==> src/rtl/vga_ctrl_if.sv <==
// Display timing bundle from the VGA sequencer to the layer generators, mixer and DAC.
// The master side drives the bundle. The slave side observes it.
interface vga_ctrl_if;
   logic       vga_clk;
   logic       pix_en;
   logic [9:0] x;
   logic [9:0] y;
   logic       hs;
   logic       vs;
   logic       blank;
   logic       frame_start;

   modport master (
      output vga_clk, pix_en, x, y, hs, vs, blank, frame_start
   );

   modport slave (
      input vga_clk, pix_en, x, y, hs, vs, blank, frame_start
   );
endinterface

==> src/rtl/vga_ctrl.sv <==
// VGA timing sequencer. A half-rate pixel strobe advances the x/y counters. The sync and blank
// decodes pass through a PIPE_LAT-deep delay line so that they stay aligned with the layer pipeline.
module vga_ctrl #(
   parameter int H_DISP   = 640,
   parameter int H_FP     = 16,
   parameter int H_SYNC   = 96,
   parameter int H_BP     = 48,
   parameter int V_DISP   = 480,
   parameter int V_FP     = 10,
   parameter int V_SYNC   = 2,
   parameter int V_BP     = 33,
   parameter int PIPE_LAT = 2
) (
   input  logic         clk,
   input  logic         reset_n,
   vga_ctrl_if.master   vga
);
   localparam int H_TOT = H_DISP + H_FP + H_SYNC + H_BP;
   localparam int V_TOT = V_DISP + V_FP + V_SYNC + V_BP;

   localparam logic [9:0] H_LAST  = 10'(H_TOT - 1);
   localparam logic [9:0] V_LAST  = 10'(V_TOT - 1);
   localparam logic [9:0] H_VIS   = 10'(H_DISP);
   localparam logic [9:0] V_VIS   = 10'(V_DISP);
   localparam logic [9:0] HS_ON   = 10'(H_DISP + H_FP);
   localparam logic [9:0] HS_OFF  = 10'(H_DISP + H_FP + H_SYNC);
   localparam logic [9:0] VS_ON   = 10'(V_DISP + V_FP);
   localparam logic [9:0] VS_OFF  = 10'(V_DISP + V_FP + V_SYNC);
   localparam logic [9:0] FS_LINE = 10'(V_DISP - 1);

   logic                phase;
   logic                vga_clk_q;
   logic                frame_start_q;
   logic [9:0]          x_q;
   logic [9:0]          y_q;
   logic [PIPE_LAT-1:0] hs_pipe;
   logic [PIPE_LAT-1:0] vs_pipe;
   logic [PIPE_LAT-1:0] blank_pipe;
   logic                last_col;
   logic                hs_raw;
   logic                vs_raw;
   logic                blank_raw;

   always_comb begin
      last_col  = (x_q == H_LAST);
      blank_raw = (x_q < H_VIS) && (y_q < V_VIS);
      hs_raw    = !((x_q >= HS_ON) && (x_q < HS_OFF));
      vs_raw    = !((y_q >= VS_ON) && (y_q < VS_OFF));
   end

   // The phase bit doubles as the pixel strobe. vga_clk lags it by one clk, so the
   // DAC samples in the middle of a pixel rather than on an x/y change.
   always_ff @(posedge clk) begin
      if (!reset_n) begin
         phase         <= 1'b0;
         vga_clk_q     <= 1'b0;
         frame_start_q <= 1'b0;
         x_q           <= '0;
         y_q           <= '0;
      end else begin
         phase         <= ~phase;
         vga_clk_q     <= phase;
         frame_start_q <= phase && last_col && (y_q == FS_LINE);
         if (phase) begin
            if (last_col) begin
               x_q <= '0;
               y_q <= (y_q == V_LAST) ? 10'd0 : y_q + 10'd1;
            end else begin
               x_q <= x_q + 10'd1;
            end
         end
      end
   end

   always_ff @(posedge clk) begin
      if (!reset_n) begin
         hs_pipe    <= '1;
         vs_pipe    <= '1;
         blank_pipe <= '0;
      end else if (phase) begin
         hs_pipe[0]    <= hs_raw;
         vs_pipe[0]    <= vs_raw;
         blank_pipe[0] <= blank_raw;
         for (int i = 1; i < PIPE_LAT; i++) begin
            hs_pipe[i]    <= hs_pipe[i-1];
            vs_pipe[i]    <= vs_pipe[i-1];
            blank_pipe[i] <= blank_pipe[i-1];
         end
      end
   end

   assign vga.vga_clk     = vga_clk_q;
   assign vga.pix_en      = phase;
   assign vga.x           = x_q;
   assign vga.y           = y_q;
   assign vga.hs          = hs_pipe[PIPE_LAT-1];
   assign vga.vs          = vs_pipe[PIPE_LAT-1];
   assign vga.blank       = blank_pipe[PIPE_LAT-1];
   assign vga.frame_start = frame_start_q;
endmodule

==> src/flat_wrapper.sv <==
// flat-port wrapper written by rule: the top's interface ports become plain ports
module vga_ctrl_flat 
#(
   parameter int H_DISP   = 640,
   parameter int H_FP     = 16,
   parameter int H_SYNC   = 96,
   parameter int H_BP     = 48,
   parameter int V_DISP   = 480,
   parameter int V_FP     = 10,
   parameter int V_SYNC   = 2,
   parameter int V_BP     = 33,
   parameter int PIPE_LAT = 2
)
  (clk, reset_n, vga_vga_clk, vga_pix_en, vga_x, vga_y, vga_hs, vga_vs, vga_blank, vga_frame_start);
  vga_ctrl_if vga_i ();
  input  logic clk;
  input  logic reset_n;
  output wire logic [$bits(vga_i.vga_clk)-1:0] vga_vga_clk;
  output wire logic [$bits(vga_i.pix_en)-1:0] vga_pix_en;
  output wire logic [$bits(vga_i.x)-1:0] vga_x;
  output wire logic [$bits(vga_i.y)-1:0] vga_y;
  output wire logic [$bits(vga_i.hs)-1:0] vga_hs;
  output wire logic [$bits(vga_i.vs)-1:0] vga_vs;
  output wire logic [$bits(vga_i.blank)-1:0] vga_blank;
  output wire logic [$bits(vga_i.frame_start)-1:0] vga_frame_start;
  assign vga_vga_clk = vga_i.vga_clk;
  assign vga_pix_en = vga_i.pix_en;
  assign vga_x = vga_i.x;
  assign vga_y = vga_i.y;
  assign vga_hs = vga_i.hs;
  assign vga_vs = vga_i.vs;
  assign vga_blank = vga_i.blank;
  assign vga_frame_start = vga_i.frame_start;
  vga_ctrl #(.H_DISP(H_DISP), .H_FP(H_FP), .H_SYNC(H_SYNC), .H_BP(H_BP), .V_DISP(V_DISP), .V_FP(V_FP), .V_SYNC(V_SYNC), .V_BP(V_BP), .PIPE_LAT(PIPE_LAT)) u_core (.clk(clk), .reset_n(reset_n), .vga(vga_i));
endmodule
==> config.mk <==
export PLATFORM = sky130hd
export DESIGN_NAME = vga_ctrl_flat
export DESIGN_NICKNAME = d
export VERILOG_FILES = /design/src/rtl/vga_ctrl_if.sv /design/src/rtl/vga_ctrl.sv /design/src/flat_wrapper.sv
export SDC_FILE = /design/constraint.sdc
export NUM_CORES = 1
export LEC_CHECK = 0
export BUFFER_PORTS_ARGS = -buffer_cell sky130_fd_sc_hd__buf_2
export CAP_MARGIN = 20
export CORE_ASPECT_RATIO = 0.8
export CORE_UTILIZATION = 57
export DETAILED_ROUTE_END_ITERATION = 7
export PLACE_DENSITY = 0.82
export SETUP_SLACK_MARGIN = 0.05
export SLEW_MARGIN = 25
export SYNTH_ARGS = -nofsm -noshare
export SYNTH_HDL_FRONTEND = slang
export SYNTH_SLANG_ARGS = --single-unit
==> constraint.sdc <==
create_clock -name clk -period 5.3 [get_ports clk]
set_clock_uncertainty 0.2 [all_clocks]
set_input_delay 1.06 -clock clk [delete_from_list [all_inputs] [get_ports clk]]
set_output_delay 1.06 -clock clk [all_outputs]
set_load 0.005 [all_outputs]
==> qor.txt <==
setup TNS = 0 ns
unrepaired setup endpoints after global routing = false
CTS H-Tree Depth = 2
#FFs+latches synth = 29
mapped cell area = 1390 um^2
fin nets = 188
initial core utilization = 62.1%
die area = 2640 um^2
Overflow after GRT = 0
Synth top area share = 41.8%
status = complete, but fails checks
commonest non-fill, non-tap cell in the layout = dfxtp_1
Worst VDD drop = 0.177 mV
DRC = 4
share of post-route cells with drive strength above 1 = 21.4%
post-synthesis sequential area ratio = 41.8%
max incr delay on CP = 0.64 ns
Worst Path Arrival = 2.53 ns
clk slew on worst S/H paths = 0.10 ns
ANT nets after route = 0
DR iter-0 viols = 76
first-pass GRT wire length = 4910 um
top cells by area, synth = dfxtp_1 (42%), ha_1 (4.5%), xnor2_1 (3.8%)
headroom to the max-slew limit = 54.7%
initial antenna violation count = 0
kind of critical path = reg -> reg
Compound-Gate Fraction of Synth Area = 9.38%
synth warn = 0
Power Dens Cells = 232 nW/um^2
Port Buffers = 27
clock sinks = 29
drt pass-1 iters = 6
Post-CTS Setup Repair Bufs = 0
violated checks = DRC
Synth area leader = dfxtp_1
ANT cells = 0
sequential cell area = 581 um^2
via density per instance = 5.86
CTS tree = done
Clock Latency Late Sink = 0.33 ns
crit path cell chain = nand4_1, or4_4, or4_1, a21oi_1
Simple-Gate Fraction of Synth Area = 29.9%
Unique masters post-synth = 41
area of the core = 2230 um^2
crit share post-route = 46.4%
CTS resizes = 0
shortest period the worst path allows = 2.46 ns
worst hold path type = reg -> reg
Syn Inst Count = 152
vias post-DR = 1212
adder-cell share of the synthesized area = 4.51%
commonest non-fill, non-tap cells in the layout = dfxtp_1 (29), buf_2 (27), nand2_1 (13), nor2_1 (10), nand3_1 (9)
Slew @ Worst Pin = 0.673 ns
MaxCap Viol Count = 0
CP Capture Type = flop
area of the multi-input gates = 753 um^2
# hold bufs at CTS = 0
vias in the first global route = 1096
crit start category = flop
post-synthesis xor/xnor area fraction = 7.57%
mux cell area share after synthesis = 2.89%
fin. max-slew vios = 0
Req. time, crit path = 5.37 ns
GRT Resource Usage Total = 25.6%
largest family of logic cells by synthesized area = simple AND/OR/NAND/NOR gates
post-DP HPWL = 2200 um
Die X-Extent = 57.2 um
die height = 46.1 um
largest net degree at the start of global routing = 20
drt wl/cell = 14.5 um
final WL = 3010 um
final setup violation count = 0
Max Fanout on Critical Path = 14
static leakage = 0.623 nW
Root Driver = clkbuf_4
clock tree buffer depth = 2
number of CTS-inserted buffers = 5
CP max stage cell = or4_4
syn nets = 159
Hold Violations, Final = 0
Placement Rows = 15
Layout Utilization = 70.5%
GPL Wtd Cong = 0.805
I/O pin count = 28
Max Fclk = 407 MHz
Fill cells = 188
Mapped Avg Cell Area = 9.13 um^2
Layout Area Growth over Synthesis = 13.4%
Design Power = 0.000365 W
[per-layer routing]
| metal | wire length, um | part of all wire [%] | global-route usage (%) | up-vias |
|---|---|---|---|---|
| li1 | - | - | - | 600 |
| met1 | 1330 | 44 | 31.3 | 556 |
| met2 | 1400 | 46 | 42.6 | 47 |
| met3 | 228 | 7.6 | 6.74 | 9 |
| met4 | 48 | 1.6 | 13.2 | 0 |
| met5 | 0 | 0 | 0 | - |
[registers in the layout, summed over array words and instances (netlist names)]
register,flops
u_core.vga.x,10
u_core.vga.y,10
u_core.blank_pipe,2
u_core.hs_pipe,2
u_core.vs_pipe,2
u_core.vga.frame_start,1
u_core.vga.pix_en,1
u_core.vga.vga_clk,1
[Yosys cell counts]
cell and count:
dfxtp_1 29, nand2_1 13, nor2_1 10, nand3_1 9
and2_1 6, inv_1 6, o21ai_0 6, xnor2_1 6
xor2_1 6, ha_1 5, a21oi_1 4, mux2i_1 4
nand4_1 4, nor4_1 4, nand4b_1 3, nor2b_1 3
clkbuf_1 2, nand2b_1 2, nor3b_1 2, o22a_1 2
o22ai_1 2, o311ai_0 2, o31ai_1 2, or3b_2 2
or4_1 2, a21boi_0 1, a32o_1 1, and3_1 1
and4_1 1, and4_2 1, and4b_1 1, buf_4 1
buf_6 1, clkbuf_2 1, nand3b_1 1, nor3_1 1
nor4bb_1 1, or2_1 1, or3_1 1, or4_4 1
or4b_2 1
[kinds of logic (layout without fill, tap and decap cells)]
group,after synthesis,count (layout)
compound gates,20,20
flops,29,29
simple gates,71,71
xor+xnor,12,12
mux,4,4
fa+ha+maj,5,5
buf+inv,11,41
[final cells by class]
cell class / count / area share [%]
Clock inverter: 2 / 0.636
Inverter: 6 / 1.43
Sequential cell: 29 / 36.9
Timing Repair Buffer: 27 / 8.59
Tap cell: 25 / 1.99
Clock buffer: 6 / 2.62
Multi-Input combinational cell: 112 / 47.9
[worst paths after layout]
kind                                                startpoint                              to  slack (ns)  depth (start not counted)
worst min register to register  u_core.hs_pipe[1]$_SDFFE_PN1P_  u_core.hs_pipe[1]$_SDFFE_PN1P_        0.28                          2
worst max register to register    u_core.vga.pix_en$_SDFF_PN0_    u_core.vga.y[7]$_SDFFE_PN0P_        2.84                          4
worst min-delay path            u_core.hs_pipe[1]$_SDFFE_PN1P_  u_core.hs_pipe[1]$_SDFFE_PN1P_        0.28                          2
worst max-delay path              u_core.vga.pix_en$_SDFF_PN0_    u_core.vga.y[7]$_SDFFE_PN0P_        2.84                          4
[critical path, delay by kind of cell (launching register included)]
| family | cells | cell delay (ns) |
|---|---|---|
| simple gates | 3 | 1.43 |
| flops | 1 | 0.60 |
| compound gates | 1 | 0.16 |
[metrics by stage]
step	worst slack (ns)	instance area [um^2]	hold WS, ns	instances
floorplan	2.77	1390	0.242	152
global placement	2.61	1520	0.253	199
detailed placement	2.53	1520	0.257	199
CTS	2.87	1570	0.278	207
global route	2.72	1570	0.313	207
finish	2.84	1570	0.276	207
[where the power goes]
group / switching, W / internal [W]
logic: 0.00000731 / 0.00000607
registers: 0.00000362 / 0.000221
clock network: 0.0000764 / 0.0000504
total: 0.0000874 / 0.000277
Power figures use the tool's default switching activity.
